--- config.mk ---
export PLATFORM = sky130hd
export DESIGN_NAME = pixie_video_back_end
export DESIGN_NICKNAME = d
export VERILOG_FILES = /design/src/rtl/pixie_pkg.sv /design/src/rtl/pixie_raster_timing.sv /design/src/rtl/pixie_video_back_end.sv
export SDC_FILE = /design/constraint.sdc
export NUM_CORES = 1
export LEC_CHECK = 0
export ABC_AREA = 1
export CAP_MARGIN = 20
export CELL_PAD_IN_SITES_DETAIL_PLACEMENT = 0
export CELL_PAD_IN_SITES_GLOBAL_PLACEMENT = 2
export CORE_MARGIN = 2
export CORE_UTILIZATION = 30
export DETAILED_ROUTE_END_ITERATION = 7
export PLACE_DENSITY = 0.74
export SLEW_MARGIN = 20
export SYNTH_ARGS = -nofsm -noshare
export SYNTH_HDL_FRONTEND = slang
export SYNTH_SLANG_ARGS = --single-unit
--- constraint.sdc ---
create_clock -name clk -period 1.7 [get_ports clk]
set_input_delay 0.51 -clock clk [delete_from_list [all_inputs] [get_ports clk]]
set_output_delay 0.51 -clock clk [all_outputs]
set_load 0.005 [all_outputs]
--- src/rtl/pixie_pkg.sv ---
// Shared constants and types for the Pixie display path (DMA front end and
// video back end).
package pixie_pkg;

    localparam int FB_BYTES_PER_LINE = 8;
    localparam int FB_LINES          = 128;
    localparam int FB_ADDR_W         = 10;

    localparam int DEF_H_ACTIVE = 256;
    localparam int DEF_H_SCALE  = 4;
    localparam int DEF_H_FP     = 16;
    localparam int DEF_H_SYNC   = 32;
    localparam int DEF_H_BP     = 48;
    localparam int DEF_V_ACTIVE = 256;
    localparam int DEF_V_SCALE  = 2;
    localparam int DEF_V_FP     = 3;
    localparam int DEF_V_SYNC   = 3;
    localparam int DEF_V_BP     = 19;

    typedef struct packed {
        logic hsync;
        logic vsync;
        logic hblank;
        logic vblank;
        logic first;
    } raster_flags_t;

    localparam raster_flags_t FLAGS_RESET = '{hsync: 1'b0, vsync: 1'b0,
                                              hblank: 1'b1, vblank: 1'b1,
                                              first: 1'b0};

endpackage

--- src/rtl/pixie_raster_timing.sv ---
// Raster position counters with sync/blank/active decode. Also exposes the
// next-state counter values so a consumer can register lookahead addresses.
module pixie_raster_timing
    import pixie_pkg::*;
#(
    parameter int H_ACTIVE = DEF_H_ACTIVE,
    parameter int H_FP     = DEF_H_FP,
    parameter int H_SYNC   = DEF_H_SYNC,
    parameter int H_BP     = DEF_H_BP,
    parameter int V_ACTIVE = DEF_V_ACTIVE,
    parameter int V_FP     = DEF_V_FP,
    parameter int V_SYNC   = DEF_V_SYNC,
    parameter int V_BP     = DEF_V_BP,
    parameter int HC_W     = $clog2(H_ACTIVE + H_FP + H_SYNC + H_BP),
    parameter int VC_W     = $clog2(V_ACTIVE + V_FP + V_SYNC + V_BP)
) (
    input  logic            clk,
    input  logic            reset,
    input  logic            ce_pix,
    output logic [HC_W-1:0] hc,
    output logic [HC_W-1:0] hc_nxt,
    output logic [VC_W-1:0] vc,
    output logic [VC_W-1:0] vc_nxt,
    output logic            active,
    output logic            hsync,
    output logic            vsync,
    output logic            hblank,
    output logic            vblank,
    output logic            first
);

    localparam logic [HC_W-1:0] H_LAST   = HC_W'(H_ACTIVE + H_FP + H_SYNC + H_BP - 1);
    localparam logic [HC_W-1:0] H_ACT    = HC_W'(H_ACTIVE);
    localparam logic [HC_W-1:0] HS_BEGIN = HC_W'(H_ACTIVE + H_FP);
    localparam logic [HC_W-1:0] HS_END   = HC_W'(H_ACTIVE + H_FP + H_SYNC);
    localparam logic [VC_W-1:0] V_LAST   = VC_W'(V_ACTIVE + V_FP + V_SYNC + V_BP - 1);
    localparam logic [VC_W-1:0] V_ACT    = VC_W'(V_ACTIVE);
    localparam logic [VC_W-1:0] VS_BEGIN = VC_W'(V_ACTIVE + V_FP);
    localparam logic [VC_W-1:0] VS_END   = VC_W'(V_ACTIVE + V_FP + V_SYNC);

    always_comb begin
        hc_nxt = hc;
        vc_nxt = vc;
        if (ce_pix) begin
            if (hc == H_LAST) begin
                hc_nxt = '0;
                vc_nxt = (vc == V_LAST) ? '0 : vc + 1'b1;
            end else begin
                hc_nxt = hc + 1'b1;
            end
        end
    end

    always_ff @(posedge clk) begin
        if (reset) begin
            hc <= '0;
            vc <= '0;
        end else begin
            hc <= hc_nxt;
            vc <= vc_nxt;
        end
    end

    assign hblank = (hc >= H_ACT);
    assign vblank = (vc >= V_ACT);
    assign active = !hblank && !vblank;
    assign hsync  = (hc >= HS_BEGIN) && (hc < HS_END);
    assign vsync  = (vc >= VS_BEGIN) && (vc < VS_END);
    assign first  = (hc == '0) && (vc == '0);

endmodule

--- src/rtl/pixie_video_back_end.sv ---
// Pixie scan-out: reads the 1bpp frame buffer and emits a scaled monochrome
// pixel stream with sync/blank aligned two pixel ticks behind the counters.
module pixie_video_back_end
    import pixie_pkg::*;
#(
    parameter int H_ACTIVE = DEF_H_ACTIVE,
    parameter int H_SCALE  = DEF_H_SCALE,
    parameter int H_FP     = DEF_H_FP,
    parameter int H_SYNC   = DEF_H_SYNC,
    parameter int H_BP     = DEF_H_BP,
    parameter int V_ACTIVE = DEF_V_ACTIVE,
    parameter int V_SCALE  = DEF_V_SCALE,
    parameter int V_FP     = DEF_V_FP,
    parameter int V_SYNC   = DEF_V_SYNC,
    parameter int V_BP     = DEF_V_BP
) (
    input  logic       clk,
    input  logic       reset,
    input  logic       ce_pix,
    input  logic       disp_en,
    output logic [9:0] rd_addr,
    input  logic [7:0] rd_data,
    output logic       video,
    output logic       hsync,
    output logic       vsync,
    output logic       hblank,
    output logic       vblank,
    output logic       frame_start
);

    localparam int HC_W    = $clog2(H_ACTIVE + H_FP + H_SYNC + H_BP);
    localparam int VC_W    = $clog2(V_ACTIVE + V_FP + V_SYNC + V_BP);
    localparam int COL_W   = $clog2(FB_BYTES_PER_LINE);
    localparam int ROW_W   = $clog2(FB_LINES);
    localparam int BYTE_SH = $clog2(8 * H_SCALE);
    localparam int ROW_SH  = $clog2(V_SCALE);

    logic [HC_W-1:0] hc, hc_nxt;
    logic [VC_W-1:0] vc, vc_nxt;
    logic            active0, byte_start, pix_step;
    logic            active1;
    raster_flags_t   flags0, flags1, flags2;
    logic [7:0]      shift;

    pixie_raster_timing #(
        .H_ACTIVE(H_ACTIVE), .H_FP(H_FP), .H_SYNC(H_SYNC), .H_BP(H_BP),
        .V_ACTIVE(V_ACTIVE), .V_FP(V_FP), .V_SYNC(V_SYNC), .V_BP(V_BP),
        .HC_W(HC_W), .VC_W(VC_W)
    ) u_timing (
        .clk    (clk),
        .reset  (reset),
        .ce_pix (ce_pix),
        .hc     (hc),
        .hc_nxt (hc_nxt),
        .vc     (vc),
        .vc_nxt (vc_nxt),
        .active (active0),
        .hsync  (flags0.hsync),
        .vsync  (flags0.vsync),
        .hblank (flags0.hblank),
        .vblank (flags0.vblank),
        .first  (flags0.first)
    );

    assign byte_start = (hc & HC_W'(8 * H_SCALE - 1)) == '0;
    assign pix_step   = (hc & HC_W'(H_SCALE - 1)) == '0;

    // rd_addr is registered from the next counter value, so during any tick
    // interval it already names the byte for the current position and the
    // RAM has the whole interval to return it before the shift register loads.
    always_ff @(posedge clk) begin
        if (reset) begin
            rd_addr <= '0;
            shift   <= '0;
            active1 <= 1'b0;
            flags1  <= FLAGS_RESET;
            flags2  <= FLAGS_RESET;
            video   <= 1'b0;
        end else if (ce_pix) begin
            rd_addr <= {ROW_W'(vc_nxt >> ROW_SH), COL_W'(hc_nxt >> BYTE_SH)};
            if (byte_start) begin
                shift <= rd_data;
            end else if (pix_step) begin
                shift <= {shift[6:0], 1'b0};
            end
            active1 <= active0;
            flags1  <= flags0;
            flags2  <= flags1;
            video   <= shift[7] & active1 & disp_en;
        end
    end

    assign hsync  = flags2.hsync;
    assign vsync  = flags2.vsync;
    assign hblank = flags2.hblank;
    assign vblank = flags2.vblank;
    // Gated by ce_pix so the pulse lasts one clk however sparse the ticks are.
    assign frame_start = flags2.first & ce_pix & ~reset;

endmodule

* Word level (Yosys, flattened, before mapping)
Cells that the tools add are included.
** Word-level totals
- Flip-flop bits (word level) :: 48
- Input bits :: 12
- Output and inout bits :: 16
- Logic and storage cells :: 53
** Cells by class
- Add/subtract/negate cells :: 2
- Order comparisons :: 6
- Eq/ne operators :: 2
- Multiplexer cells :: 7
- Bitwise gates (word level) :: 5
- Reduce and logical (&&, ||, !) cells :: 13
** Operators by type and width (count)
- $mux W8 :: 5
- $ge A9 B9 Y1 const B :: 4
- $logic_not A9 Y1 :: 4
- $add A9 B1 Y9 const B :: 2
- $eq A9 B9 Y1 const B :: 2
- $lt A9 B9 Y1 const B :: 2
- $mux W9 :: 2
- $and A1 B1 Y1 :: 4
- $logic_and A1 B1 Y1 :: 4
- $reduce_and A2 Y1 :: 2
- $logic_not A1 Y1 :: 2
- $reduce_bool A2 Y1 :: 1
- $not A1 Y1 :: 1

* Longest topological paths before layout
Gate-level depths: netlist (run 1).
- Depth in word-level cells :: 4
- Depth in mapped cells :: 10
- Depth with buffers taken out :: 10

* Modules after synthesis
A second synthesis (run 1) with hierarchy kept.
** Second synthesis, totals
- Cells, all modules :: 354
- Area, all modules :: 2436.1 um^2
** By module, submodules not included
- pixie_raster_timing :: times used 1, cells an instance 189, area an instance 1239.9 um^2, sequential area each 360.3 um^2
- pixie_video_back_end :: times used 1, cells an instance 165, area an instance 1196.1 um^2, sequential area each 600.6 um^2

* Least setup slack after synthesis (run 1)
Ideal clock, no wire load.
- Path type :: input port to output port
- Start :: input port ce_pix
- End :: output port frame_start
- Arrival time :: 1046 ps
- Required time :: 1190 ps
- Path slack :: 144 ps
- Stages on the path :: 4
- Path buffers :: 2
- Cell sequence :: buf_4 clkbuf_1 nand2_1 nor2_1
** Between the ends
- Longest elaborated chain between the ends :: 2
** Ends and longest elaborated chain
- start, declared :: RTL line pixie_video_back_end.sv:19 : input logic ce_pix,
- $and A1 B1 Y1 (2 in series) :: RTL line pixie_video_back_end.sv:98 : assign frame_start = flags2.first & ce_pix & ~reset;
- end, declared :: RTL line pixie_video_back_end.sv:28 : output logic frame_start
Every way passes these cells.

* Worst setup path after layout (run 1)
- Start :: register rd_addr[6]
- End :: output port rd_addr[6]
** RTL lines
- start, declared :: RTL line pixie_video_back_end.sv:21 : output logic [9:0] rd_addr,
- start signal, assigned :: RTL line pixie_video_back_end.sv:80 : rd_addr <= {ROW_W'(vc_nxt >> ROW_SH), COL_W'(hc_nxt >> BYTE_SH)};
No word-level cell between the ends.

==> flow_summary.json, run 1 <==
{
  "outcome": "completed",
  "synthAdderAreaFrac": 0.02250,
  "routed_via_density": 4.408,
  "synth-xor-area-share": 0.01575,
  "ir_drop_mv": 0.3597,
  "max_cap_violations": 0,
  "path_class": "reg -> out",
  "antenna_found_initial": 0,
  "cp_slowest_stage_delay_ps": 500,
  "fin_crit_ps": 1658,
  "fp.dieH_microns": 90.11,
  "io_pins": 28,
  "drt-total-wl_mm": 5.635,
  "tightest_slew_ps": 433.1,
  "crit_arrival_ps": 1150,
  "port_buffers": 27,
  "crit_start": "rd_addr[6]",
  "slew_viol_final": 0,
  "nNetsFinal": 384,
  "synth_compound_area_frac": 0.1029,
  "r2r_cells": 8,
  "post-cts-setup-buffers": 0,
  "seq_area_sq_um": 967.2,
  "clock.fmax_mhz": 603.2,
  "timing.rr.start": "u_timing.hc[0]",
  "syn-num-nets": 339,
  "ys_seq_area_frac": 0.4319,
  "critPathLaunchType": "flip-flop",
  "dieArea_sq_um": 8120,
  "ys_types": 23,
  "detail-route-antenna-nets": 0,
  "path_max_fanout": 2,
  "start_util": 0.3084,
  "syn_to_final_growth_pct": 29.30,
  "rows": 31,
  "clk_pin_slew_ps": 90,
  "grt_usage": 0.1433,
  "fill_cells": 803,
  "whs_path_depth": 2,
  "grt_max_degree": 26,
  "worstPathCellList": "clkdlybuf4s50_1",
  "cts_tree": "built",
  "dp_cells": 460,
  "finalPower_mw": 2.159,
  "synth.area.mux_share": 0,
  "cp_data_required_time_ps": 1190,
  "globalplace.congestion": 0.8096,
  "skew_ps": 5.636,
  "holdWs_ps": 459.2,
  "synth_area_sq_um": 2225,
  "drc": 0,
  "cp_num_buf_inv": 1,
  "cts_buffer_depth": 2,
  "grt_pass1_wl_mm": 9.570,
  "critPathSlowestCell": "clkdlybuf4s50_1",
  "multi_input_area_sq_um": 1060,
  "finalSetupViolCount": 0,
  "syn_avg_cell_area_sq_um": 6.887,
  "min_period_over_period": 0.9751,
  "cts_htree_levels": 2,
  "synthCells": 323,
  "hold_violations": 0,
  "synth_top_family_by_area": "simple AND/OR/NAND/NOR gates",
  "clockRootBuffer": "clkbuf_8",
  "drt_iter0_markers": 63,
  "numCtsBuffers": 5,
  "grt-ovfl-total": 0,
  "grt_pass1_vias": 1943,
  "vias": 2063,
  "worstHoldStart": "vblank",
  "worst_setup_path_end_kind": "primary output",
  "p_leak_nw": 1.264,
  "core_sq_um": 7214,
  "hp-class": "reg -> reg",
  "powerDensity_nw_per_um2": 750.5,
  "synth-simple-area-share": 0.3341,
  "slew_headroom": 0.7086,
  "worstSkewPairLatency_ps": 300,
  "crit_family": "buffers and inverters",
  "finalNonFillerCells": 468,
  "die_w_microns": 90.11,
  "diodes": 0,
  "wl_per_cell_microns": 12.04,
  "dp_hpwl_mm": 4.045,
  "detail_route.first_pass.iterations": 4,
  "r2r-end": "rd_addr[4]",
  "clock-sinks": 48,
  "hold_end": "vblank",
  "ff2ff_setup_slack_ps": 200,
  "drive_gt1_frac": 0.1247,
  "yosys_warnings": 0,
  "rsz0062_at_grt": "false",
  "synth-seq-cells": 48
}
==> state kept, by name, indices dropped and copies added (netlist names) <==
| name | count |
|---|---|
| active1 | 1 |
| hblank | 1 |
| hsync | 1 |
| flags1 | 5 |
| u_timing.vc | 9 |
| vsync | 1 |
| vblank | 1 |
| flags2 | 1 |
| shift | 8 |
| u_timing.hc | 9 |
| rd_addr | 10 |
| video | 1 |
==> layer usage <==
layer | up-vias | global-route usage | wire, microns
li1 | 1122 | - | -
met4 | 0 | 0.04231 | 65
met2 | 31 | 0.2105 | 2289
met5 | - | 0 | 0
met1 | 904 | 0.2103 | 3090
met3 | 6 | 0.02934 | 190
==> cells in the mapped netlist (all sizes together) <==
cell / count / area (sq um)
a31oi: 1 / 6.260
ha: 4 / 50.05
a21oi: 26 / 130.1
nand2: 93 / 361.6
xor2: 2 / 17.52
o21ai: 8 / 40.04
nand3: 39 / 195.2
xnor2: 2 / 17.52
o211ai: 7 / 52.55
dfxtp: 48 / 960.9
clkbuf: 5 / 18.77
nor2: 38 / 155.1
nor4: 1 / 6.260
inv: 37 / 138.9
buf: 8 / 48.80
nand4: 4 / 25.02
==> where the power goes <==
part | switching (mW) | leakage (nW) | internal (mW)
Clock | 0.399 | 0.0434 | 0.330
Sequential | 0.0206 | 0.393 | 1.16
Combinational | 0.127 | 0.827 | 0.118
Total | 0.547 | 1.26 | 1.61
==> worst max-delay path by stage <==
stage | slack [ps] | depth (start not counted) | endpoint
5_1_grt | 0.3 | 1 | rd_addr[6]
6_report | 40 | 1 | rd_addr[6]
2_1_floorplan | 140 | 4 | frame_start
4_1_cts | 9 | 4 | frame_start
3_3_place_gp | -550 | 4 | frame_start
3_5_place_dp | -540 | 4 | frame_start
==> worst reg2reg max path, delay by kind of cell, from the launching register on <==
| kind | cells | cell delay [ps] |
|---|---|---|
| AO/OA/AOI/OAI | 1 | 80 |
| adder cells (fa/ha/maj) | 1 | 180 |
| flip-flops | 1 | 380 |
| AND/OR/NAND/NOR | 6 | 760 |
==> cell usage in the layout, fill, tap and decap left out <==
| cell type | n |
|---|---|
| nor2_1 | 34 |
| nor2_4 | 1 |
| a31oi_1 | 1 |
| nand4_1 | 4 |
| clkbuf_8 | 6 |
| dlymetal6s2s_1 | 1 |
| nand2_2 | 2 |
| xnor2_1 | 2 |
| nand2_1 | 90 |
| dfxtp_2 | 5 |
| buf_4 | 21 |
| xor2_1 | 2 |
| clkinvlp_4 | 2 |
| dfxtp_1 | 43 |
| inv_1 | 36 |
| nand3_1 | 39 |
| clkdlybuf4s15_2 | 1 |
| nand2_4 | 1 |
| o211ai_1 | 7 |
| nor4_1 | 1 |
| o21ai_0 | 8 |
| dlygate4sd2_1 | 2 |
| inv_2 | 1 |
| clkdlybuf4s50_1 | 23 |
| nor2_2 | 3 |
| buf_12 | 3 |
| a21oi_1 | 26 |
| ha_1 | 4 |
==> cells by family after synthesis <==
logic type / count (synthesis)
adder cells (fa/ha/maj): 4
AO/OA/AOI/OAI: 42
buffers and inverters: 50
flip-flops: 48
XOR/XNOR: 4
AND/OR/NAND/NOR: 175
==> final cells by class <==
cell class / count / area share
clock inverter: 2 / 0.005220
sequential: 48 / 0.3362
tap: 99 / 0.04306
clock buffer: 6 / 0.02871
timing repair buffer: 51 / 0.1701
inverter: 37 / 0.04828
multi-input combinational: 225 / 0.3684
==> timing repair <==
action | 4_1_cts | 5_1_grt
pin swaps | 1 | 1
gates cloned | 0 | 0
resized for setup | 5 | 7
endpoints found under the setup margin | 17 | 6
hold buffers | 0 | 0
==> stage by stage <==
stage	TNS, ps	utilization	area [sq um]	setup slack [ps]
3_5_place_dp	-13550	0.3838	2769	-539.3
2_1_floorplan	0	-	2225	143.9
3_3_place_gp	-13740	0.3838	2769	-552.8
4_1_cts	0	0.3972	2865	8.921
5_1_grt	0	0.3987	2877	0.3003
6_report	0	0.3987	2877	42.28
Note: power is estimated with default switching activity, not from simulation.
==> run 2: changes to the inputs <==
--- a/config.mk
+++ b/config.mk
@@ -10,9 +10,10 @@
 export CELL_PAD_IN_SITES_DETAIL_PLACEMENT = 0
 export CELL_PAD_IN_SITES_GLOBAL_PLACEMENT = 2
 export CORE_MARGIN = 2
-export CORE_UTILIZATION = 30
+export CORE_UTILIZATION = 32
+export CTS_BUF_LIST = sky130_fd_sc_hd__clkbuf_4 sky130_fd_sc_hd__clkbuf_8
 export DETAILED_ROUTE_END_ITERATION = 7
-export PLACE_DENSITY = 0.74
+export PLACE_DENSITY = 0.84
 export SLEW_MARGIN = 20
 export SYNTH_ARGS = -nofsm -noshare
 export SYNTH_HDL_FRONTEND = slang
==> flow_summary.json, run 2 (synthesis results as in run 1) <==
{
  "outcome": "completed",
  "skew_ps": 5.549,
  "powerDensity_nw_per_um2": 803.0,
  "reg.largest.list": "rd_addr x10, u_timing.hc x9, u_timing.vc x9",
  "layout_commonest_cell": "nand2_1",
  "largest_reg_flops": 10,
  "grt_pass1_wl_mm": 9.342,
  "max_cap_violations": 0,
  "cts_htree_levels": 2,
  "min_period_over_period": 0.9700,
  "hp-class": "reg -> reg",
  "wl_per_cell_microns": 12.32,
  "slew_headroom": 0.7325,
  "grtUsageMet3": 0.03602,
  "critPathLaunchType": "flip-flop",
  "crit_family": "buffers and inverters",
  "finalSetupViolCount": 0,
  "cp_num_buf_inv": 1,
  "layout_common_cells": "nand2_1, dfxtp_1, nand3_1, inv_1, nor2_1",
  "drc": 0,
  "path_max_fanout": 2,
  "antenna_found_initial": 0,
  "critPathSlowestCell": "clkdlybuf4s50_1",
  "crit_arrival_ps": 1140,
  "dp_hpwl_mm": 3.984,
  "syn_to_final_growth_pct": 28.85,
  "ir_drop_mv": 0.6738,
  "globalplace.congestion": 0.8039,
  "drt-total-wl_mm": 5.518,
  "pre_cts_slack_ps": -559.0,
  "clk_pin_slew_ps": 90,
  "worstSkewPairLatency_ps": 300,
  "placed_area_sq_um": 2725,
  "diodes": 0,
  "worstPathCellList": "clkdlybuf4s50_1",
  "seq_area_sq_um": 965.9,
  "design_area_sq_um": 2867,
  "worst_setup_path_end_kind": "primary output",
  "clockRootBuffer": "clkbuf_8",
  "regMostFlops": "rd_addr",
  "grt_max_degree": 26,
  "cp_data_required_time_ps": 1190,
  "path_class": "reg -> out",
  "cts_buffer_depth": 2,
  "drt_iter0_markers": 68,
  "nNetsFinal": 383,
  "detail-route-antenna-nets": 0,
  "tightest_slew_ps": 397.6,
  "post-cts-setup-buffers": 0,
  "grt_usage": 0.1554,
  "cp_slowest_stage_delay_ps": 500,
  "start_util": 0.3293,
  "clock-sinks": 48,
  "vias": 2095,
  "rsz0062_at_grt": "false",
  "fp.dieH_microns": 87.38,
  "port_buffers": 27,
  "use_met2": 0.2259,
  "detail_route.first_pass.iterations": 4,
  "fill_cells": 740,
  "routed_via_density": 4.676,
  "grt_pass1_vias": 1976,
  "timing.setup.tns_ps": 0,
  "hold_violations": 0,
  "fin_crit_ps": 1649,
  "slew_viol_final": 0,
  "drive_gt1_frac": 0.1196,
  "multi_input_area_sq_um": 1060,
  "ff2ff_setup_slack_ps": 150,
  "layout_setup_ws_ps": 50.98,
  "die_w_microns": 87.38,
  "rows": 30,
  "core_sq_um": 6756,
  "dieArea_sq_um": 7635,
  "p_leak_nw": 1.346,
  "grt-ovfl-total": 0,
  "io_pins": 28,
  "cts_tree": "built",
  "hold_buffers": 0,
  "numCtsBuffers": 5,
  "clock.fmax_mhz": 606.4,
  "use_met1": 0.2275,
  "busiest_layer": "met1"
}
-- run 2: where the power goes --
part	leakage [nW]	total, mW	internal [mW]	switching [mW]
registers	0.393	1.18	1.16	0.0199
clock network	0.0614	0.880	0.481	0.398
logic	0.891	0.239	0.113	0.126
total	1.35	2.30	1.76	0.544
-- run 2: final timing paths --
path	startpoint	to	cells after the start
worst max-delay path	rd_addr[8]	rd_addr[8]	1
worst min-delay path	hblank	hblank	2
worst max register to register	u_timing.hc[0]	u_timing.vc[7]	10
worst min register to register	hblank	hblank	2
-- run 2: layout make-up --
cell class,count,area share
Sequential cell,48,0.3370
Clock inverter,2,0.01353
Inverter,37,0.04845
Timing Repair Buffer,50,0.1676
Clock buffer,6,0.02881
Multi-Input combinational cell,225,0.3697
Tap cell,80,0.03492
-- run 2: timing repair --
item / 4_1_cts / 5_1_grt
pin swaps: 1 / 0
gates resized for setup: 5 / 14
setup endpoints to repair: 24 / 12
-- run 2: through the flow --
step	util	cells	hold WS, ps	power [mW]
6_report	0.4243	448	454.7	2.302
3_5_place_dp	0.4033	440	442.7	1.452
3_3_place_gp	0.4033	440	440.4	1.452
5_1_grt	0.4243	448	483.9	2.424
2_1_floorplan	-	323	429.2	1.337
4_1_cts	0.4213	448	467.2	2.337
-- run 2: routing by layer --
layer | vias to the layer above | routed length, microns | part of all wire
met5 | - | 0 | 0
met4 | 0 | 80 | 0.014
met3 | 7 | 174 | 0.032
met2 | 32 | 2311 | 0.42
met1 | 943 | 2951 | 0.53
li1 | 1113 | - | -
==> run 3: changes to the inputs <==
--- a/config.mk
+++ b/config.mk
@@ -6,6 +6,7 @@
 export NUM_CORES = 1
 export LEC_CHECK = 0
 export ABC_AREA = 1
+export ABC_CLOCK_PERIOD_IN_PS = 1700
 export CAP_MARGIN = 20
 export CELL_PAD_IN_SITES_DETAIL_PLACEMENT = 0
 export CELL_PAD_IN_SITES_GLOBAL_PLACEMENT = 2
==> results of run 3 <==
No change in the layout: final DEF, timing and power equal those of run 2.
